<file path="src/rtl/sme_feeder.sv">
// Collects string/pattern records from a byte stream, replays them to a regex matcher
// with framing strobes, then hands the matcher's verdict back over a valid/ready port.
module sme_feeder #(
  parameter int STR_MAX = 32,
  parameter int PAT_MAX = 10
) (
  input  logic       clk,
  input  logic       reset_n,
  input  logic       s_valid,
  output logic       s_ready,
  input  logic [7:0] s_data,
  input  logic       s_is_pat,
  input  logic       s_last,
  output logic [7:0] sme_chardata,
  output logic       sme_isstring,
  output logic       sme_ispattern,
  input  logic       sme_match,
  input  logic [4:0] sme_match_index,
  input  logic       sme_valid,
  output logic       r_valid,
  input  logic       r_ready,
  output logic       r_match,
  output logic [4:0] r_index,
  output logic       err
);

  localparam int BMAX = (STR_MAX > PAT_MAX) ? STR_MAX : PAT_MAX;
  localparam int LW   = $clog2(BMAX + 1);
  localparam int SW   = (STR_MAX > 1) ? $clog2(STR_MAX) : 1;
  localparam int PW   = (PAT_MAX > 1) ? $clog2(PAT_MAX) : 1;
  localparam logic [LW-1:0] STR_LIM = LW'(STR_MAX);
  localparam logic [LW-1:0] PAT_LIM = LW'(PAT_MAX);

  typedef enum logic [2:0] {COLLECT, SEND_STR, SEND_PAT, GAP, WAIT, RESULT} state_t;

  state_t        state;
  logic [7:0]    str_buf [STR_MAX];
  logic [7:0]    pat_buf [PAT_MAX];
  logic [LW-1:0] wr_ptr, str_len, pat_len, idx;
  logic          in_rec, cur_pat, str_new;

  logic          accept, beat_pat, fits;
  logic [LW-1:0] wp, wp_next;

  // Record type and write slot for the current beat; the type is only taken from the first beat.
  always_comb begin
    accept   = s_valid && s_ready;
    beat_pat = in_rec ? cur_pat : s_is_pat;
    wp       = in_rec ? wr_ptr : '0;
    fits     = beat_pat ? (wp < PAT_LIM) : (wp < STR_LIM);
    wp_next  = fits ? wp + LW'(1) : wp;
  end

  // Buffer storage carries no reset: the lengths alone say which bytes are valid.
  always_ff @(posedge clk) begin
    if (accept && fits && !beat_pat) str_buf[wp[SW-1:0]] <= s_data;
    if (accept && fits && beat_pat)  pat_buf[wp[PW-1:0]] <= s_data;
  end

  always_ff @(posedge clk or negedge reset_n) begin
    if (!reset_n) begin
      state         <= COLLECT;
      wr_ptr        <= '0;
      str_len       <= '0;
      pat_len       <= '0;
      idx           <= '0;
      in_rec        <= 1'b0;
      cur_pat       <= 1'b0;
      str_new       <= 1'b0;
      err           <= 1'b0;
      s_ready       <= 1'b0;
      sme_chardata  <= '0;
      sme_isstring  <= 1'b0;
      sme_ispattern <= 1'b0;
      r_valid       <= 1'b0;
      r_match       <= 1'b0;
      r_index       <= '0;
    end else begin
      case (state)
        COLLECT: begin
          s_ready <= 1'b1;
          if (accept) begin
            if (!fits) err <= 1'b1;
            if (!in_rec) begin
              cur_pat <= s_is_pat;
              if (!s_is_pat) begin
                str_len <= '0;
                str_new <= 1'b1;
              end
            end
            if (s_last) begin
              in_rec <= 1'b0;
              wr_ptr <= '0;
              if (beat_pat) begin
                pat_len <= wp_next;
                s_ready <= 1'b0;
                idx     <= LW'(1);
                // A one-byte pattern is still in flight on s_data this cycle.
                if (str_new) begin
                  state        <= SEND_STR;
                  sme_isstring <= 1'b1;
                  sme_chardata <= str_buf[0];
                end else begin
                  state         <= SEND_PAT;
                  sme_ispattern <= 1'b1;
                  sme_chardata  <= in_rec ? pat_buf[0] : s_data;
                end
              end else begin
                str_len <= wp_next;
              end
            end else begin
              in_rec <= 1'b1;
              wr_ptr <= wp_next;
            end
          end
        end
        SEND_STR: begin
          if (idx < str_len) begin
            sme_chardata <= str_buf[idx[SW-1:0]];
            idx          <= idx + LW'(1);
          end else begin
            str_new       <= 1'b0;
            state         <= SEND_PAT;
            sme_isstring  <= 1'b0;
            sme_ispattern <= 1'b1;
            sme_chardata  <= pat_buf[0];
            idx           <= LW'(1);
          end
        end
        SEND_PAT: begin
          if (idx < pat_len) begin
            sme_chardata <= pat_buf[idx[PW-1:0]];
            idx          <= idx + LW'(1);
          end else begin
            state         <= GAP;
            sme_ispattern <= 1'b0;
            sme_chardata  <= '0;
          end
        end
        GAP: state <= WAIT;
        WAIT: begin
          if (sme_valid) begin
            r_match <= sme_match;
            r_index <= sme_match_index;
            r_valid <= 1'b1;
            state   <= RESULT;
          end
        end
        RESULT: begin
          if (r_ready) begin
            r_valid <= 1'b0;
            pat_len <= '0;
            s_ready <= 1'b1;
            state   <= COLLECT;
          end
        end
        default: state <= COLLECT;
      endcase
    end
  end

endmodule

</file>
<file path="config.mk">
export PLATFORM = sky130hd
export DESIGN_NAME = sme_feeder
export DESIGN_NICKNAME = d
export VERILOG_FILES = /design/src/rtl/sme_feeder.sv
export SDC_FILE = /design/constraint.sdc
export NUM_CORES = 1
export LEC_CHECK = 0
export BUFFER_PORTS_ARGS = -buffer_cell sky130_fd_sc_hd__clkbuf_2
export CAP_MARGIN = 0
export CORE_ASPECT_RATIO = 1.75
export CORE_MARGIN = 10
export CORE_UTILIZATION = 45
export DETAILED_ROUTE_END_ITERATION = 10
export HOLD_SLACK_MARGIN = 0.02
export MAX_ROUTING_LAYER = met4
export PLACE_DENSITY = 0.63
export SYNTH_ARGS = -nofsm -noshare
export SYNTH_HDL_FRONTEND = slang
export SYNTH_SLANG_ARGS = --single-unit
</file>
<file path="constraint.sdc">
create_clock -name clk -period 8 [get_ports clk]
set_clock_uncertainty 0.2 [all_clocks]
set_input_delay 1.6 -clock clk [delete_from_list [all_inputs] [get_ports clk]]
set_output_delay 1.6 -clock clk [all_outputs]
set_load 0.02 [all_outputs]
</file>
==> out/results.ini, run 1 <==
[sta]
setup_viol=0
tns_ps=0
period_share=0.440
fmax_ghz=0.284
hold_viol_final=0
hold_ws_ps=278
grt_setup_unrepaired=false
timing.final.ws_setup_ps=4480
tightestPinTransition_ps=1060
period_needed_ps=3520
maxSlewViolCount=0
relSlewSlack=0.296

[die]
die_x_um=163
ios=40
die_h_um=270
rows=91
start_util=0.457
die-area_mm2=0.0441
core_region_area_mm2=0.0353

[critical_path]
cp_num_cells=6
r2r-start=idx[0]
worst_path_max_delay_cell=dfrtp_4
crit_chain=buf_4 > mux4_2 > o21ai_0 > o22ai_1 > nor2_1 > o31ai_1
slowest_delay_ps=720
worstSetupPathType=flop to flop
critical_path.max_fanout=34
worst-path-buf-inv=1
arrival_ps=3710
critPathLaunch=idx[0]
rr_worst_depth=6
crit_path_start_kind=flop
crit_path_end=sme_chardata[5]
end_kind=flop
worstPathRequired_ps=8190
r2r-end=sme_chardata[5]
rrSetupSlack_ps=4480
crit_family=compound AO/OA/AOI/OAI gates

[power_and_ir_drop]
p_sw_mw=1.82
total_power_mw=5.72
power.density_mw_per_mm2=318
seq_power_share=0.430
leakage_nw=6.10
p_clk_frac=0.304
comb_power_share=0.266
peakVddDrop_uv=144
swShare=0.319
internal_power_mw=3.89

[grt]
grt_use_total=0.186
antenna_found_initial=0
grt_pass1_vias=8980
grt_max_degree=51
grt_pass1_wl_um=59400
overflow=0

[logic_synthesis]
yosys.area_share.simple=0.0583
synth-edff-count=336
synthXorXnorAreaFrac=0.00380
async_flop_share=0.127
syn_inst=961
synth_nets=997
ys_types=54
synthesis.area_mm2=0.0161
synth-adder-area-share=0.0116
ys_seq_elements=385
yosysSeqAreaShare=0.702
ys.flop_type=edfxtp_1
synthMuxAreaShare=0.137
yosys_warnings=0
synth_top_family_by_area=multiplexers
syn_area_per_cell_um2=16.8
synth_compound_gate_area_share=0.0665

[route]
route.detailed.drc=0
wire_per_inst_um=26.8
num_vias=8827
antenna_left=0
drt_iter0_markers=598
drt_wl_total_um=40000
viasPerCell=5.90
drt-pass1-iter-count=5

[layout]
drive_above_1_share=0.196
diodes=0
area_growth_pct=11.3
regArea_mm2=0.0113
num-fill-cells=2879
multiInputGateArea_mm2=0.00447
nets=1040
final_core_util=0.509

[placed_design]
placement.io_buffers=39
detailed_place_hpwl_um=26700
gp_congestion=0.868
preCtsSetupSlack_ps=3980

[cts]
ctsHoldBuffers=0
clkTransAtPathRegs_ps=60
clock_latency_ps=540
htree_levels=2
cts_root_buf=clkbuf_16
cts_tree=built
cts_buffer_depth=3
cts_sinks=385
post_cts_resized=0
cts_made_buffers=35
postCtsSetupRepairBufs=0

[job]
drv_cap=0

[outcome]
run_status=finished clean

[worst_hold_path]
hold_class=flop to flop

[metrics by stage]
stage / area [um2] / std cells
after floorplan: 16100 / 961
after global placement: 16800 / 1432
after detailed placement: 16800 / 1432
after CTS: 18000 / 1495
after global routing: 18000 / 1495
final: 18000 / 1495
[layout make-up]
| class | instances | share of cell area |
|---|---|---|
| Clock inverter | 23 | 0.0139 |
| Tap cell | 465 | 0.0324 |
| Clock buffer | 40 | 0.0521 |
| Timing Repair Buffer | 57 | 0.0184 |
| Multi-Input combinational cell | 507 | 0.249 |
| Inverter | 18 | 0.00376 |
| Sequential cell | 385 | 0.631 |
[layout by cell type (no fill, tap or decap), types with 5 or more instances in the layout]
cell / synthesis / routed
edfxtp_1: 336 / 336
mux4_2: 70 / 70
nor2_1: 59 / 59
nand2_1: 52 / 52
mux2i_1: 47 / 47
dfrtp_1: 49 / 47
clkbuf_2: 0 / 39
clkbuf_16: 0 / 35
o21ai_0: 28 / 28
and2_1: 23 / 23
o22ai_1: 22 / 22
a21oi_1: 21 / 21
a211oi_1: 18 / 18
buf_4: 11 / 18
inv_1: 17 / 17
ha_1: 15 / 15
nor2b_1: 14 / 14
mux2_2: 14 / 14
nand3_1: 13 / 13
a22o_1: 12 / 12
o31ai_1: 10 / 10
nand2b_1: 9 / 9
clkinv_1: 1 / 9
a31oi_1: 7 / 7
xnor2_1: 7 / 7
o211ai_1: 7 / 7
a221oi_1: 7 / 7
a21o_1: 5 / 5
a22oi_1: 5 / 5
bufinv_16: 0 / 5
[worst min-delay path by stage]
stage | slack [ps] | startpoint | to | cells past startpoint
floorplan | 250 | str_len[2] | str_len[2] | 2
global placement | 260 | err | err | 1
detailed placement | 270 | err | err | 1
CTS | 290 | err | err | 1
global route | 330 | r_index[4] | r_index[4] | 1
finish | 280 | err | err | 1
[per-layer routing]
| layer | share of wire | track usage |
|---|---|---|
| met1 | 0.36 | 0.198 |
| met4 | 0.047 | 0.0829 |
| met3 | 0.039 | 0.0204 |
| met2 | 0.55 | 0.338 |
| met5 | 0 | - |
[cell usage after synthesis, types with 5 or more instances]
cell,count,share of area
o21ai_0,28,0.0087
ha_1,15,0.012
o22ai_1,22,0.0085
mux4_2,70,0.098
and2_1,23,0.0089
mux2i_1,47,0.029
o211ai_1,7,0.0033
mux2_2,14,0.0098
a21oi_1,21,0.0065
a221oi_1,7,0.0038
buf_4,11,0.0051
buf_2,11,0.0034
nand3_1,13,0.0040
o31ai_1,10,0.0047
a22oi_1,5,0.0023
a21o_1,5,0.0023
a31oi_1,7,0.0027
inv_1,17,0.0040
dfrtp_1,49,0.076
a22o_1,12,0.0065
a211oi_1,18,0.0084
edfxtp_1,336,0.63
clkbuf_1,21,0.0049
nand2_1,52,0.012
nor2_1,59,0.014
nor2b_1,14,0.0054
nand2b_1,9,0.0035
xnor2_1,7,0.0038
[sequential cells by signal, indices dropped and copies added (netlist names)]
register       cells
state              3
str_buf          256
r_valid            1
in_rec             1
cur_pat            1
err                1
sme_isstring       1
pat_buf           80
sme_ispattern      1
sme_chardata       8
wr_ptr             6
s_ready            1
idx                6
r_match            1
r_index            5
str_len            6
str_new            1
pat_len            6
[power groups by stage]
stage / registers [mW] / clock network [mW] / logic (mW)
after floorplan: 2.46 / 0 / 1.05
after global placement: 2.50 / 0 / 1.51
after detailed placement: 2.50 / 0 / 1.53
after CTS: 2.46 / 1.77 / 1.53
after global routing: 2.48 / 1.84 / 1.63
final: 2.46 / 1.74 / 1.52
[logic make-up (layout without fill, tap and decap cells)]
family | Yosys count | count (layout)
AO/OA/AOI/OAI | 159 | 159
XOR/XNOR | 7 | 7
adder cells (fa/ha/maj) | 15 | 15
buffers and inverters | 69 | 138
flip-flops | 385 | 385
multiplexers | 131 | 131
AND/OR/NAND/NOR | 195 | 195
No activity file was read; power rests on OpenSTA's default activity.
==> run 2, diff against run 1 <==
--- a/config.mk
+++ b/config.mk
@@ -5,6 +5,7 @@
 export SDC_FILE = /design/constraint.sdc
 export NUM_CORES = 1
 export LEC_CHECK = 0
+export ABC_AREA = 1
 export BUFFER_PORTS_ARGS = -buffer_cell sky130_fd_sc_hd__clkbuf_2
 export CAP_MARGIN = 0
 export CORE_ASPECT_RATIO = 1.75
==> constraint.sdc (replaced) <==
create_clock -name clk -period 3.5 [get_ports clk]
set_clock_uncertainty 0.2 [all_clocks]
set_input_delay 0.7 -clock clk [delete_from_list [all_inputs] [get_ports clk]]
set_output_delay 0.7 -clock clk [all_outputs]
set_load 0.02 [all_outputs]
==> out/results.ini, run 2 <==
[die]
rows=93
die_h_um=275
core_region_area_mm2=0.0368
start_util=0.453
die_x_um=165
ios=40
die-area_mm2=0.0454

[route]
viasPerCell=5.57
drt_iter0_markers=1124
num_vias=11600
wire_per_inst_um=22.5
drt_wl_total_um=46900
antenna_left=0
route.detailed.drc=0
drt-pass1-iter-count=7

[cts]
cts_sinks=385
postCtsSetupRepairBufs=0
cts_made_buffers=34
clkTransAtPathRegs_ps=70
ctsHoldBuffers=0
cts_buffer_depth=3
cts_root_buf=clkbuf_16
clock_latency_ps=530
cts_tree=built
htree_levels=2
post_cts_resized=0

[layout]
area_growth_pct=11.4
nets=1622
final_cell_mix=nand2_1 (492), edfxtp_1 (336), nand3_1 (254), nor2_1 (90), a21oi_1 (56)
diodes=0
final_common_cell=nand2_1
final_core_util=0.505
drive_above_1_share=0.110
largest_reg_flops=256
post_layout_nonfiller_instances=2087

[sta]
tns_ps=0
timing.final.ws_setup_ps=466
period_needed_ps=3030
maxSlewViolCount=0
period_share=0.867
hold_viol_final=0
grt_setup_unrepaired=false
setup_viol=0
relSlewSlack=0.335
tightestPinTransition_ps=997
fmax_ghz=0.330

[logic_synthesis]
syn_area_per_cell_um2=10.8
async_flop_share=0.127
yosys_warnings=0
synth_nets=1573
synthTopCellsByCount=nand2_1 (492), edfxtp_1 (336), nand3_1 (254), nor2_1 (90), a21oi_1 (56)
yosysSeqAreaShare=0.679
synth_area_leaders=edfxtp_1 (61%), nand2_1 (11%), nand3_1 (7.6%)
ys.flop_type=edfxtp_1
synth_top_area_frac=0.605
syn_inst=1537
synth_top_area_cell=edfxtp_1
synth-edff-count=336
ys_seq_elements=385
ys_types=42
yosysMostFrequentCell=nand2_1
synthesis.area_mm2=0.0167

[worst_hold_path]
hold_class=primary input to async pin

[critical_path]
critical_path.max_fanout=16
crit_path_start_kind=flop
r2r-start=in_rec
worstPathRequired_ps=3460
worstSetupPathType=flop to flop
end_kind=flop
critPathLaunch=in_rec
arrival_ps=2990

[grt]
grt_max_degree=172
grt_pass1_wl_um=69800
grt_pass1_vias=11500
overflow=0
grt_use_total=0.213
antenna_found_initial=0

[placed_design]
dp_cells=2025
detailed_place_hpwl_um=32200
preCtsSetupSlack_ps=518
placement.io_buffers=39
gp_congestion=0.999

[job]
drv_cap=0

[power_and_ir_drop]
peakVddDrop_uv=776
total_power_mw=14.5
power.density_mw_per_mm2=781
leakage_nw=7.11

[outcome]
run_status=finished clean

run 2: routing by layer:
layer | routed length [um] | up-vias | track usage
met5 | 0 | - | -
met4 | 3190 | 0 | 0.128
met3 | 2030 | 164 | 0.0225
met2 | 25500 | 456 | 0.378
met1 | 16200 | 5602 | 0.219
li1 | - | 5412 | -
run 2: area by class of cell:
class / count / area [um2]
inverter: 62 / 240
clock buffer: 42 / 945
fill: 3373 / 18200
clock inverter: 20 / 211
tap: 475 / 594
timing repair buffer: 85 / 566
multi-input combinational: 1018 / 4700
sequential: 385 / 11300
run 2: power breakdown:
group,switching (mW),internal (mW),total (mW)
logic,3.61,1.39,5.00
registers,0.321,5.30,5.62
clock network,1.65,2.23,3.89
total,5.58,8.92,14.5
run 2: logic make-up (layout without fill, tap and decap cells):
kind of cell / count (synthesis) / in the layout / synth area share
flops: 385 / 385 / 0.679
xor+xnor: 6 / 6 / 0.00315
simple gates: 877 / 877 / 0.226
mux: 6 / 6 / 0.00405
buf+inv: 134 / 209 / 0.0393
fa+ha+maj: 15 / 15 / 0.0113
compound gates: 114 / 114 / 0.0375
run 2: critical path, cell delays in order (launching register included):
cell and delay, ps:
dfrtp_1 790, inv_6 110, nor2_4 170, nor2_8 60, inv_1 70, nand3_1 120
inv_1 170, nand2_1 360, nor2_1 630
run 2: worst paths after layout:
kind,cells after the start,end,slack (ps)
setup / recovery,8,str_buf[10][7],470
hold / removal,1,s_ready,120
setup reg to reg,8,str_buf[10][7],470
hold reg to reg,1,err,280
max in group asynchronous,2,wr_ptr[0],2210
min in group clk,2,r_index[0],200
run 2: per-stage QoR:
step           hold WS, ps  cell area [um2]
6_report               123            18600
5_1_grt                161            18600
4_1_cts                134            18600
3_5_place_dp           266            17400
3_3_place_gp           263            17400
2_1_floorplan          204            16700
